**config.mk**
```make
export PLATFORM = sky130hd
export DESIGN_NAME = fsb_term
export DESIGN_NICKNAME = d
export VERILOG_FILES = /design/src/rtl/fsb_term.sv
export SDC_FILE = /design/constraint.sdc
export NUM_CORES = 1
export LEC_CHECK = 0
export CAP_MARGIN = 20
export CORE_ASPECT_RATIO = 1.4
export CORE_MARGIN = 4
export CORE_UTILIZATION = 30
export DETAILED_ROUTE_END_ITERATION = 16
export PLACE_DENSITY = 0.52
export SLEW_MARGIN = 20
export SYNTH_ARGS = -nofsm -noshare
export SYNTH_HDL_FRONTEND = slang
export SYNTH_HIERARCHICAL = 1
export SYNTH_SLANG_ARGS = --single-unit
```
**constraint.sdc**
```tcl
create_clock -name FCLK -period 4.8 [get_ports FCLK]
set_input_delay 0.96 -clock FCLK [delete_from_list [all_inputs] [get_ports FCLK]]
set_output_delay 0.96 -clock FCLK [all_outputs]
set_load 0.02 [all_outputs]
```
**src/rtl/fsb_term.sv**
```systemverilog
// 68000 bus-cycle terminator: merges ready/error sources into DTACK/VPA/BERR,
// enforces minimum wait states and converts hung cycles into watchdog bus errors.

module fsb_sticky (
  input  logic FCLK,
  input  logic Reset,
  input  logic clr,
  input  logic d,
  output logic q
);
  always_ff @(posedge FCLK) begin
    if (Reset || clr) q <= 1'b0;
    else if (d)       q <= 1'b1;
  end
endmodule

module fsb_term #(
  parameter int NREADY  = 4,
  parameter int NBERR   = 2,
  parameter int WAITMIN = 0,
  parameter int TW      = 8,
  parameter int TIMEOUT = 200
) (
  input  logic              FCLK,
  input  logic              Reset,
  input  logic [1:0]        SS,
  input  logic              nAS,
  input  logic [NREADY-1:0] Ready,
  input  logic [NREADY-1:0] ReadyMask,
  input  logic              Disable,
  input  logic [NBERR-1:0]  BERRin,
  input  logic              IACS,
  input  logic              TimeoutEn,
  output logic              BACT,
  output logic              nDTACK,
  output logic              nVPA,
  output logic              nBERR,
  output logic              TimedOut,
  output logic [7:0]        ErrCount
);
  typedef enum logic [1:0] {IDLE, WAIT, TERM, FAULT} state_t;

  localparam logic [TW-1:0] CMAX  = '1;
  localparam logic [TW-1:0] TO_M1 = TW'(TIMEOUT - 1);

  state_t            state, state_nx;
  logic [TW-1:0]     cnt, cnt_nx;
  logic              vpar, vpa_nx, dtack_nx, to_nx;
  logic [7:0]        errc_nx;
  logic [NREADY-1:0] ready_r;
  logic [NBERR-1:0]  berr_r;
  logic              ready_all, berr_any, wait_ok;

  always_ff @(posedge FCLK) begin
    if (Reset)                   BACT <= 1'b0;
    else if (SS == 2'd1 && !nAS) BACT <= 1'b1;
    else if (SS == 2'd3 && nAS)  BACT <= 1'b0;
  end

  // Sources may pulse early in the cycle; remember them until the cycle ends.
  for (genvar i = 0; i < NREADY; i++) begin : g_rdy
    fsb_sticky u_rdy (.FCLK(FCLK), .Reset(Reset), .clr(~BACT), .d(Ready[i]), .q(ready_r[i]));
  end
  for (genvar j = 0; j < NBERR; j++) begin : g_berr
    fsb_sticky u_berr (.FCLK(FCLK), .Reset(Reset), .clr(~BACT), .d(BERRin[j]), .q(berr_r[j]));
  end

  if (WAITMIN == 0) begin : g_nomin
    assign wait_ok = 1'b1;
  end else begin : g_min
    assign wait_ok = (cnt >= TW'(WAITMIN));
  end

  assign ready_all = ~Disable & (&(Ready | ready_r | ~ReadyMask));
  assign berr_any  = (|(BERRin | berr_r)) | TimedOut;
  assign nVPA      = ~(~nAS & vpar);
  assign nBERR     = ~(~nAS & berr_any);

  always_comb begin
    state_nx = state;
    cnt_nx   = cnt;
    dtack_nx = nDTACK;
    vpa_nx   = vpar;
    to_nx    = TimedOut;
    errc_nx  = ErrCount;
    if (!BACT) begin
      state_nx = IDLE;
      cnt_nx   = '0;
      dtack_nx = 1'b1;
      vpa_nx   = 1'b0;
      to_nx    = 1'b0;
    end else begin
      case (state)
        IDLE: begin
          cnt_nx   = '0;
          state_nx = WAIT;
        end
        WAIT: begin
          if (cnt != CMAX) cnt_nx = cnt + 1'b1;
          // Errors win over ready on the same edge so no ack ever escapes.
          if (berr_any) begin
            state_nx = FAULT;
          end else if (TimeoutEn && cnt == TO_M1) begin
            state_nx = FAULT;
            to_nx    = 1'b1;
            if (ErrCount != 8'hFF) errc_nx = ErrCount + 8'd1;
          end else if (ready_all && wait_ok) begin
            state_nx = TERM;
            dtack_nx = IACS;
            vpa_nx   = IACS;
          end
        end
        TERM: state_nx = TERM;
        FAULT: begin
          dtack_nx = 1'b1;
          vpa_nx   = 1'b0;
        end
        default: state_nx = IDLE;
      endcase
    end
  end

  always_ff @(posedge FCLK) begin
    if (Reset) begin
      state    <= IDLE;
      cnt      <= '0;
      nDTACK   <= 1'b1;
      vpar     <= 1'b0;
      TimedOut <= 1'b0;
      ErrCount <= 8'd0;
    end else begin
      state    <= state_nx;
      cnt      <= cnt_nx;
      nDTACK   <= dtack_nx;
      vpar     <= vpa_nx;
      TimedOut <= to_nx;
      ErrCount <= errc_nx;
    end
  end
endmodule

```
### Yosys cells after proc, flatten, opt, wreduce, memory -nomap -nowiden

Cells that the tools add are included.

| word-level totals | value |
|---|---|
| bits in writable memories | 0 |
| input bits | 18 |
| register bits after elaboration | 28 |
| bits in latches | 0 |
| output and inout bits | 13 |
| logic and storage cells | 73 |
| memories kept | 0 |
| memory bits (read-only) | 0 |

| cells by class | value |
|---|---|
| multiplexer cells | 13 |
| order comparisons | 0 |
| equal/unequal tests | 13 |
| multiply operators | 0 |
| add/subtract/negate cells | 2 |
| reduce and logical (&&, ||, !) cells | 18 |
| divide/modulo/power cells | 0 |
| shifts and indexed selects | 0 |
| bitwise operators | 14 |

Operator list:

| operator | count |
|---|---|
| $add 8x1->8 const B | 2 |
| $ne 8x8->1 const B | 2 |
| $pmux 8 s2 | 1 |
| $eq 8x8->1 const B | 1 |
| $mux 8 | 1 |
| $ne 2x2->1 const B | 4 |
| $or 4x4->4 | 2 |
| $reduce_and 4->1 | 2 |
| $eq 2x2->1 const B | 3 |
| $mux 2 | 3 |
| $not 1->1 | 6 |
| $pmux 2 s3 | 1 |
| $reduce_bool 2->1 | 3 |
| $mux 1 | 5 |
| $reduce_and 5->1 | 1 |
| $eq 2x1->1 const B | 2 |
| $ne 4x4->1 const B | 1 |
| $not 4->4 | 1 |
| $pmux 1 s2 | 2 |
| $reduce_and 2->1 | 2 |
| $reduce_or 2->1 | 2 |
| $and 1x1->1 | 3 |
| $logic_and 1x1->1 | 3 |
| $reduce_and 3->1 | 1 |
| 6 further kinds | 6 |

### Longest topological paths before layout

Gate-level depths: netlist of the first run.

| logic depth | value |
|---|---|
| depth in word-level cells | 8 |
| mapped depth | 7 |
| gate-level depth less buffers | 7 |

### By module

The synthesis of the first run kept the hierarchy.

Modules (own cells, without submodules):

| module | cells an instance | seq. area each (µm²) | instances | area each (µm²) |
|---|---|---|---|---|
| fsb_term | 151 | 440.4 | 1 | 1242.4 |
| fsb_sticky | 3 | 20.0 | 6 | 33.8 |

### Worst setup path before layout of the first run

OpenSTA, ideal clock, no wires.

| timing path | value |
|---|---|
| path type | input -> output |
| start | input port BERRin[1] |
| end | output port nBERR |
| buffers on the path | 0 |
| data required time | 3840 ps |
| path slack | 1822 ps |
| stages on the path | 2 |
| data arrival time | 2018 ps |
| cells stage by stage | or2_2 -> o41ai_1 |

| between the ends | value |
|---|---|
| cells in the longest elaborated chain, start to end | 5 |

RTL lines:

| what | RTL line | text |
|---|---|---|
| start, declared | 31 | `input logic [NBERR-1:0] BERRin,` |
| $or 2x2->2 | 75 | `assign berr_any = (\|(BERRin \| berr_r)) \| TimedOut;` |
| $reduce_or 2->1 | 75 |  |
| $or 1x1->1 | 75 |  |
| $and 1x1->1 | 77 | `assign nBERR = ~(~nAS & berr_any);` |
| $not 1->1 | 77 |  |
| end, declared | 37 | `output logic nBERR,` |

No other way between the ends.

### Worst setup path after layout of the first run

Same ends and word-level chain as after synthesis.

==> qor.yml, run 1 <==
r2r_start: "state[1]$_SDFFE_PP0P_"
grt_pass1_wl_um: 5870
ir_drop_v: 0.0000912
synth_edf_count: 0
final_common_cell: "nor2_1"
synth_seq_cells: 28
hold_viol: 0
grt_pass1_vias: 1345
avgSynthCellArea_um2: 8.55
dieArea_um2: 6010
most-common-layout-cells: "nor2_1 (32), clkdlybuf4s50_1 (30), dfxtp_1 (28), nand2_1 (12), a21oi_1 (9)"
grt_max_degree: 20
dr.pass1.iters: 4
diodes: 0
syn-instance-count: 169
portBuffers: 30
cp-end-kind: "primary output"
cts_setup_buffers: 0
die_w_um: 66.7
ant_nets: 0
synth_nets: 194
worst_pin_slew_ps: 791
async_reset_ff_share_pct: 0
dominantRegCellSynth: "dfxtp_1"
place_congestion: 0.754
io_pins: 31
swShare_pct: 22.6
dp.cells: 258
period_share_pct: 75.3
cts_tree: "built"
grt-ovfl-total: 0
setup_tns_ps: 0
status: "finished, final reports clean"
fp.dieH_um: 90.1
crit_slowest_cell: "clkdlybuf4s50_1"
hpwl_um: 2750
cts_root_buffer: "clkbuf_8"
antenna_found_initial: 0
routed_wl_um: 3460
critPathKind: "input pin to primary output"
slew_headroom_pct: 47.1
power_uw: 426
power_density_nw_per_um2: 228
setup_viol_count_final: 0
worstHoldStart: "vpar$_SDFFE_PP0P_"
drcViolationCount: 0
drtIter0Drc: 28
pwr-share-comb_pct: 10.4
ys_seq_area_share_pct: 38.8
area_growth_pct: 29.2
path_max_fanout: 4
maxCapViolCount: 0
cp_cell_sequence: "clkdlybuf4s50_1 > or2_2 > o41ai_1 > clkdlybuf4s50_1"
p_sw_uw: 96.2
cp_data_required_time_ps: 3840
clkPwrFrac_pct: 34.0
fmax_ghz: 0.277
cpMostUsedCell: "clkdlybuf4s50_1"
core_um2: 4610
placementRows: 29
holdCritPathClass: "flop to flop"
ys_warn_count: 6
slowest_delay_ps: 680
crit_start: "BERRin[1]"
cts_made_buffers: 3
viasPerCell: 5.00
p_leak_nw: 0.669
skew_ps: 3.59
fillers: 513
cpLargestDelayFamily: "buffers and inverters"
wl_per_cell_um: 13.2
clockBufferDepth: 2
path_buf_inv: 2
final_cells: 262
synthDistinctLibCells: 39
nNetsFinal: 226
syn_area_um2: 1450
htree_levels: 1
hold_buffers: 0
worstSkewPairLatency_ps: 270
cts_sinks: 28
final-max-slew-violation-count: 0
power.internal_uw: 330
cts_resized: 0
seqPwrFrac_pct: 55.6
grt_setup_unrepaired: "false"
start_util_pct: 31.4
clk_pin_slew_ps: 100
fin_crit_ps: 3610
layout-drive-gt1-share_pct: 8.50
arrival_ps: 2650
via_count: 1310
critPathLaunchType: "input pin"
grt_usage_pct: 12.1
-- cell type report --
type                            instances  area [um^2]  share of cell area, %
Tap cell                               62         77.6                   4.16
Inverter                                6         22.5                   1.21
Multi-Input combinational cell        132          851                   45.6
Timing Repair Buffer                   30          300                   16.1
Clock buffer                            4         55.1                   2.95
Sequential cell                        28          561                   30.0
-- synth_stat cells (4+ instances only) --
library cell  count  area, um^2
a21oi_1           9        45.0
dfxtp_1          28         561
ha_1              7        87.6
inv_1             6        22.5
mux2i_1           4        40.0
nand2_1          12        45.0
nand2b_1          6        37.5
nand3_1           8        40.0
nand4_1           7        43.8
nor2_1           32         120
nor3_1            5        25.0
nor3_2            6        60.1
xor2_1            4        35.0
-- cells by family (layout without fill, tap and decap cells) --
group,Yosys count,count (layout),synth area share (%)
DFF,28,28,38.8
xor gates and xnor gates,4,4,2.42
adders and majority gates,7,7,6.06
muxes,7,7,5.11
buffers and inverters,9,40,2.34
AOI/OAI and AO/OA,21,21,9.78
and+or+nand+nor,93,93,35.5
-- path summary, 6_finish.rpt --
| check | endpoint | slack, ps | cells past startpoint |
|---|---|---|---|
| max | nBERR | 1190 | 4 |
| max reg2reg | ErrCount[5]$_SDFFE_PP0P_ | 2290 | 7 |
| min reg2reg | vpar$_SDFFE_PP0P_ | 470 | 2 |
| min | vpar$_SDFFE_PP0P_ | 470 | 2 |
-- tightest hold or removal path: cells and delay by family (launching register included) --
family           cells  cell delay, ps
AND/OR/NAND/NOR      1              50
flip-flops           1             320
multiplexers         1              60
-- metal layers --
layer,track usage [%],part of all wire [%],up-vias
met2,22.5,54,19
li1,-,-,665
met3,1.87,3.3,2
met1,13.4,42,624
met5,0,0,-
met4,3.56,0.92,0
-- power by group through the flow --
stage / sequential (mW) / combinational, mW / clock, mW
6_report: 0.237 / 0.0444 / 0.145
5_1_grt: 0.237 / 0.0484 / 0.162
4_1_cts: 0.237 / 0.0451 / 0.153
3_5_place_dp: 0.242 / 0.0448 / 0
3_3_place_gp: 0.242 / 0.0438 / 0
2_1_floorplan: 0.242 / 0.0204 / 0
-- through the flow --
stage          hold slack [ps]  util [%]  worst slack [ps]  area [um^2]
2_1_floorplan              438         -              1820         1450
5_1_grt                    497      40.5              1160         1870
3_5_place_dp               466      39.3              1180         1810
6_report                   473      40.5              1190         1870
3_3_place_gp               451      39.3              1200         1810
4_1_cts                    482      40.5              1180         1870
-- registers in the layout, summed over array words and instances, names as in the netlist --
name,flops
nDTACK,1
ErrCount,8
TimedOut,1
g_rdy.u_rdy/q,4
vpar,1
cnt,8
BACT,1
state,2
g_berr.u_berr/q,2
Note: power is estimated with default switching activity, not from simulation.
==> run 2, diff against run 1 <==
Settings changed: PLACE_DENSITY 0.52 to 0.54.
Clock period 4.8 ns to 2.92 ns, I/O delays scaled along.
==> qor.yml, run 2 (synthesis results as in run 1) <==
hpwl_um: 2580
worst_pin_slew_ps: 419
die_w_um: 66.7
htree_levels: 1
portBuffers: 30
antenna_found_initial: 0
grt_max_degree: 16
placementRows: 29
drcViolationCount: 0
power.internal_uw: 545
critPathKind: "flop to flop"
ir_drop_v: 0.000206
clkPwrFrac_pct: 34.6
clockBufferDepth: 2
r2r_start: "state[1]$_SDFFE_PP0P_"
period_share_pct: 85.0
hold_buffers: 0
grt_setup_unrepaired: "false"
power_density_nw_per_um2: 375
fmax_ghz: 0.403
grt_pass1_wl_um: 5470
io_pins: 31
grt_usage_pct: 11.4
cp_data_required_time_ps: 3090
hold_end: "vpar$_SDFFE_PP0P_"
grt-ovfl-total: 0
worstHoldStart: "vpar$_SDFFE_PP0P_"
biggestRegsByFlops: "ErrCount (8), cnt (8), g_rdy.u_rdy/q (4)"
dr.pass1.iters: 4
critPathLaunchType: "flop"
ant_nets: 0
via_count: 1278
p_leak_nw: 0.691
viasPerCell: 4.82
area_growth_pct: 30.9
seqPwrFrac_pct: 54.8
cts_tree: "built"
holdCritPathClass: "flop to flop"
wl_per_cell_um: 12.3
skew_ps: 3.43
drtIter0Drc: 22
slew_headroom_pct: 72.1
worstSkewPairLatency_ps: 280
place_congestion: 0.765
p_sw_uw: 165
clk_pin_slew_ps: 100
fin_crit_ps: 2480
status: "finished, final reports clean"
crit_start: "state[1]$_SDFFE_PP0P_"
layout-drive-gt1-share_pct: 9.85
pwr-share-comb_pct: 10.6
cts_made_buffers: 3
fp.dieH_um: 90.1
core_um2: 4610
final_common_cell: "nor2_1"
diodes: 0
r2r_cells: 7
grt_pass1_vias: 1207
final_util_pct: 41.1
final-max-slew-violation-count: 0
start_util_pct: 31.4
routed_wl_um: 3260
cp-end-kind: "flop"
path_max_fanout: 8
dieArea_um2: 6010
maxCapViolCount: 0
hold_viol: 0
reg2reg_to: "ErrCount[5]$_SDFFE_PP0P_"
cts_sinks: 28
most-common-layout-cells: "nor2_1 (32), clkdlybuf4s50_1 (29), dfxtp_1 (28), nand2_1 (12), a21oi_1 (9)"
swShare_pct: 23.2
nNetsFinal: 229
setup_viol_count_final: 0
arrival_ps: 2650
worstHoldPathCells: 2
cts_root_buffer: "clkbuf_8"
rrSetupSlack_ps: 440
setup_tns_ps: 0
[run 2: layout make-up]
class,instances,area (um^2)
fillers,519,2720
multi-input cells,132,851
flip-flops and latches,28,561
repair buffers,33,325
well taps,62,77.6
clock buffers,4,55.1
inverters,6,22.5
[run 2: how the worst max path moves through the flow]
stage | to | cells past startpoint | slack [ps]
2_1_floorplan | ErrCount[5]$_SDFFE_PP0P_ | 7 | 690
3_3_place_gp | nBERR | 4 | 150
3_5_place_dp | nBERR | 4 | 100
4_1_cts | nBERR | 4 | 80
5_1_grt | ErrCount[5]$_SDFFE_PP0P_ | 7 | 270
6_report | ErrCount[5]$_SDFFE_PP0P_ | 7 | 440
[run 2: metal layers]
layer  track usage, %  share of wire, %  up-vias
met5                0                 0        -
met4             4.07               1.6        0
met3             2.00               3.1        5
met2             20.8                53       20
met1             12.7                42      586
li1                 -                 -      667
[run 2: critical path, cell delays in order (launching register included)]
cell     delay (ps)
dfxtp_1         370
inv_1            90
ha_1            330
or4b_4          540
nor4_4          360
and3_1          280
nand3_1         100
mux2_1          310
[run 2: stage by stage]
stage | cells | instance area [um^2] | hold WS, ps | power [mW] | worst slack (ps)
2_1_floorplan | 169 | 1450 | 438 | 0.432 | 688
3_5_place_dp | 261 | 1830 | 455 | 0.475 | 95.2
5_1_grt | 265 | 1890 | 498 | 0.739 | 269
6_report | 265 | 1890 | 463 | 0.710 | 439
3_3_place_gp | 261 | 1830 | 458 | 0.475 | 146
4_1_cts | 265 | 1890 | 469 | 0.719 | 78.1
[run 2: power by group through the flow]
stage / sequential, mW / combinational [mW] / clock (mW)
detailed placement: 0.398 / 0.0765 / 0
floorplan: 0.398 / 0.0335 / 0
global placement: 0.398 / 0.0765 / 0
global route: 0.390 / 0.0824 / 0.267
finish: 0.389 / 0.0752 / 0.246
CTS: 0.389 / 0.0768 / 0.253
[run 2: timing repair]
item	CTS	global route
setup buffers	0	0
resized for setup	0	1
endpoints found under the hold margin	0	0
setup endpoints to repair	0	1
==> run 3, diff against run 2 <==
Settings changed: PLACE_DENSITY 0.54 to 0.52.
Clock period 2.92 ns to 2.4 ns, I/O delays scaled along.
==> qor.yml, run 3 (synthesis results as in run 1) <==
io_pins: 31
routed_wl_um: 3420
dr.pass1.iters: 4
layout-drive-gt1-share_pct: 13.7
htree_levels: 1
drcViolationCount: 0
cts_root_buffer: "clkbuf_8"
maxCapViolCount: 0
cts_sinks: 28
fin_crit_ps: 2260
cts_tree: "built"
place_congestion: 0.771
clkPwrFrac_pct: 31.1
p_sw_uw: 195
status: "finished, final reports clean"
core_um2: 4610
worstHoldStart: "vpar$_SDFFE_PP0P_"
seqPwrFrac_pct: 57.1
power_density_nw_per_um2: 425
power.internal_uw: 634
setup_viol_count_final: 0
grt_max_degree: 15
power_uw: 829
placed_cell_area_um2: 1910
clockBufferDepth: 2
ir_drop_v: 0.000247
dp.cells: 271
r2r_start: "state[1]$_SDFFE_PP0P_"
slowest_delay_ps: 410
start_util_pct: 31.4
skew_ps: 12.4
final_common_cell: "nor2_1"
swShare_pct: 23.5
final-max-slew-violation-count: 0
via_count: 1327
biggestRegsByFlops: "ErrCount (8), cnt (8), g_rdy.u_rdy/q (4)"
setup_slack_ps: 141
hpwl_um: 2760
hold_viol: 0
pwr-share-comb_pct: 11.8
crit_slowest_cell: "clkdlybuf4s50_1"
period_share_pct: 94.1
nNetsFinal: 239
grt_pass1_vias: 1396
pre_cts_slack_ps: -177
fillers: 490
viasPerCell: 4.84
fp.dieH_um: 90.1
wl_per_cell_um: 12.5
antenna_found_initial: 0
worstSkewPairLatency_ps: 280
path_max_fanout: 2
die_w_um: 66.7
critPathKind: "input pin to primary output"
ant_nets: 0
holdWs_ps: 474
drtIter0Drc: 82
dieArea_um2: 6010
p_leak_nw: 0.726
cts_made_buffers: 3
grt-ovfl-total: 0
grt_usage_pct: 12.4
portBuffers: 30
grt_pass1_wl_um: 6090
grt_setup_unrepaired: "false"
cp_cell_sequence: "clkdlybuf4s50_1 > or2_2 > o41ai_1 > dlygate4sd2_1"
design_area_um2: 1950
slew_headroom_pct: 72.5
clk_pin_slew_ps: 100
path_buf_inv: 2
most-common-layout-cells: "nor2_1 (32), clkdlybuf4s50_1 (29), dfxtp_1 (28), buf_4 (13), nand2_1 (12)"
holdCritPathClass: "flop to flop"
diodes: 0
cpLargestDelayFamily: "buffers and inverters"
arrival_ps: 1780
area_growth_pct: 34.9
crit_start: "BERRin[1]"
fmax_ghz: 0.443
cp-end-kind: "primary output"
final_cells: 274
placementRows: 29
cp_data_required_time_ps: 1920
critPathLaunchType: "input pin"
worst_pin_slew_ps: 413
[run 3: cell count changes in the layout (fill, tap and decap cells not counted)]
cell / delta
buf_4: +10
clkbuf_8: -1
dlygate4sd2_1: +1
dlymetal6s2s_1: -1
[run 3: layer usage]
metal  track usage, %  vias to the layer above  part of all wire (%)
li1                 -                      684                     -
met1             14.4                      615                    40
met2             22.4                       24                    54
met3             1.87                        4                   4.8
met4             3.56                        0                   1.1
met5                0                        -                     0
[run 3: worst min-delay path: cells and delay by family, from the launching register on]
family           cells  cell delay [ps]
flip-flops           1              330
multiplexers         1               60
AND/OR/NAND/NOR      1               50
[run 3: power groups by stage]
stage | Combinational (mW) | Sequential [mW] | Clock, mW
finish | 0.0977 | 0.473 | 0.258
global route | 0.108 | 0.475 | 0.280
CTS | 0.0992 | 0.473 | 0.264
detailed placement | 0.0993 | 0.484 | 0
global placement | 0.0988 | 0.484 | 0
floorplan | 0.0408 | 0.485 | 0
[run 3: layout make-up]
cell class              instances  area, um^2  area share (%)
clock buffers                   3        41.3            2.12
inverters                       6        22.5            1.16
multi-input cells             132         851            43.6
flip-flops and latches         28         561            28.8
well taps                      62        77.6            3.98
repair buffers                 43         397            20.3
[run 3: final timing paths]
path	cells past startpoint	slack, ps	end
min reg2reg	2	470	vpar$_SDFFE_PP0P_
min	2	470	vpar$_SDFFE_PP0P_
max reg2reg	7	180	ErrCount[5]$_SDFFE_PP0P_
max	4	140	nBERR
[run 3: per-stage QoR]
stage / utilization [%] / setup TNS, ps
2_1_floorplan: - / 0
3_3_place_gp: 41.4 / -508
3_5_place_dp: 41.4 / -582
4_1_cts: 42.3 / 0
5_1_grt: 42.3 / 0
6_report: 42.3 / 0
[run 3: what timing repair did]
action / in CTS / in global routing
resized for setup: 1 / 0
hold buffers: 0 / 0
endpoints found under the setup margin: 1 / 0
buffers inserted: 0 / 0
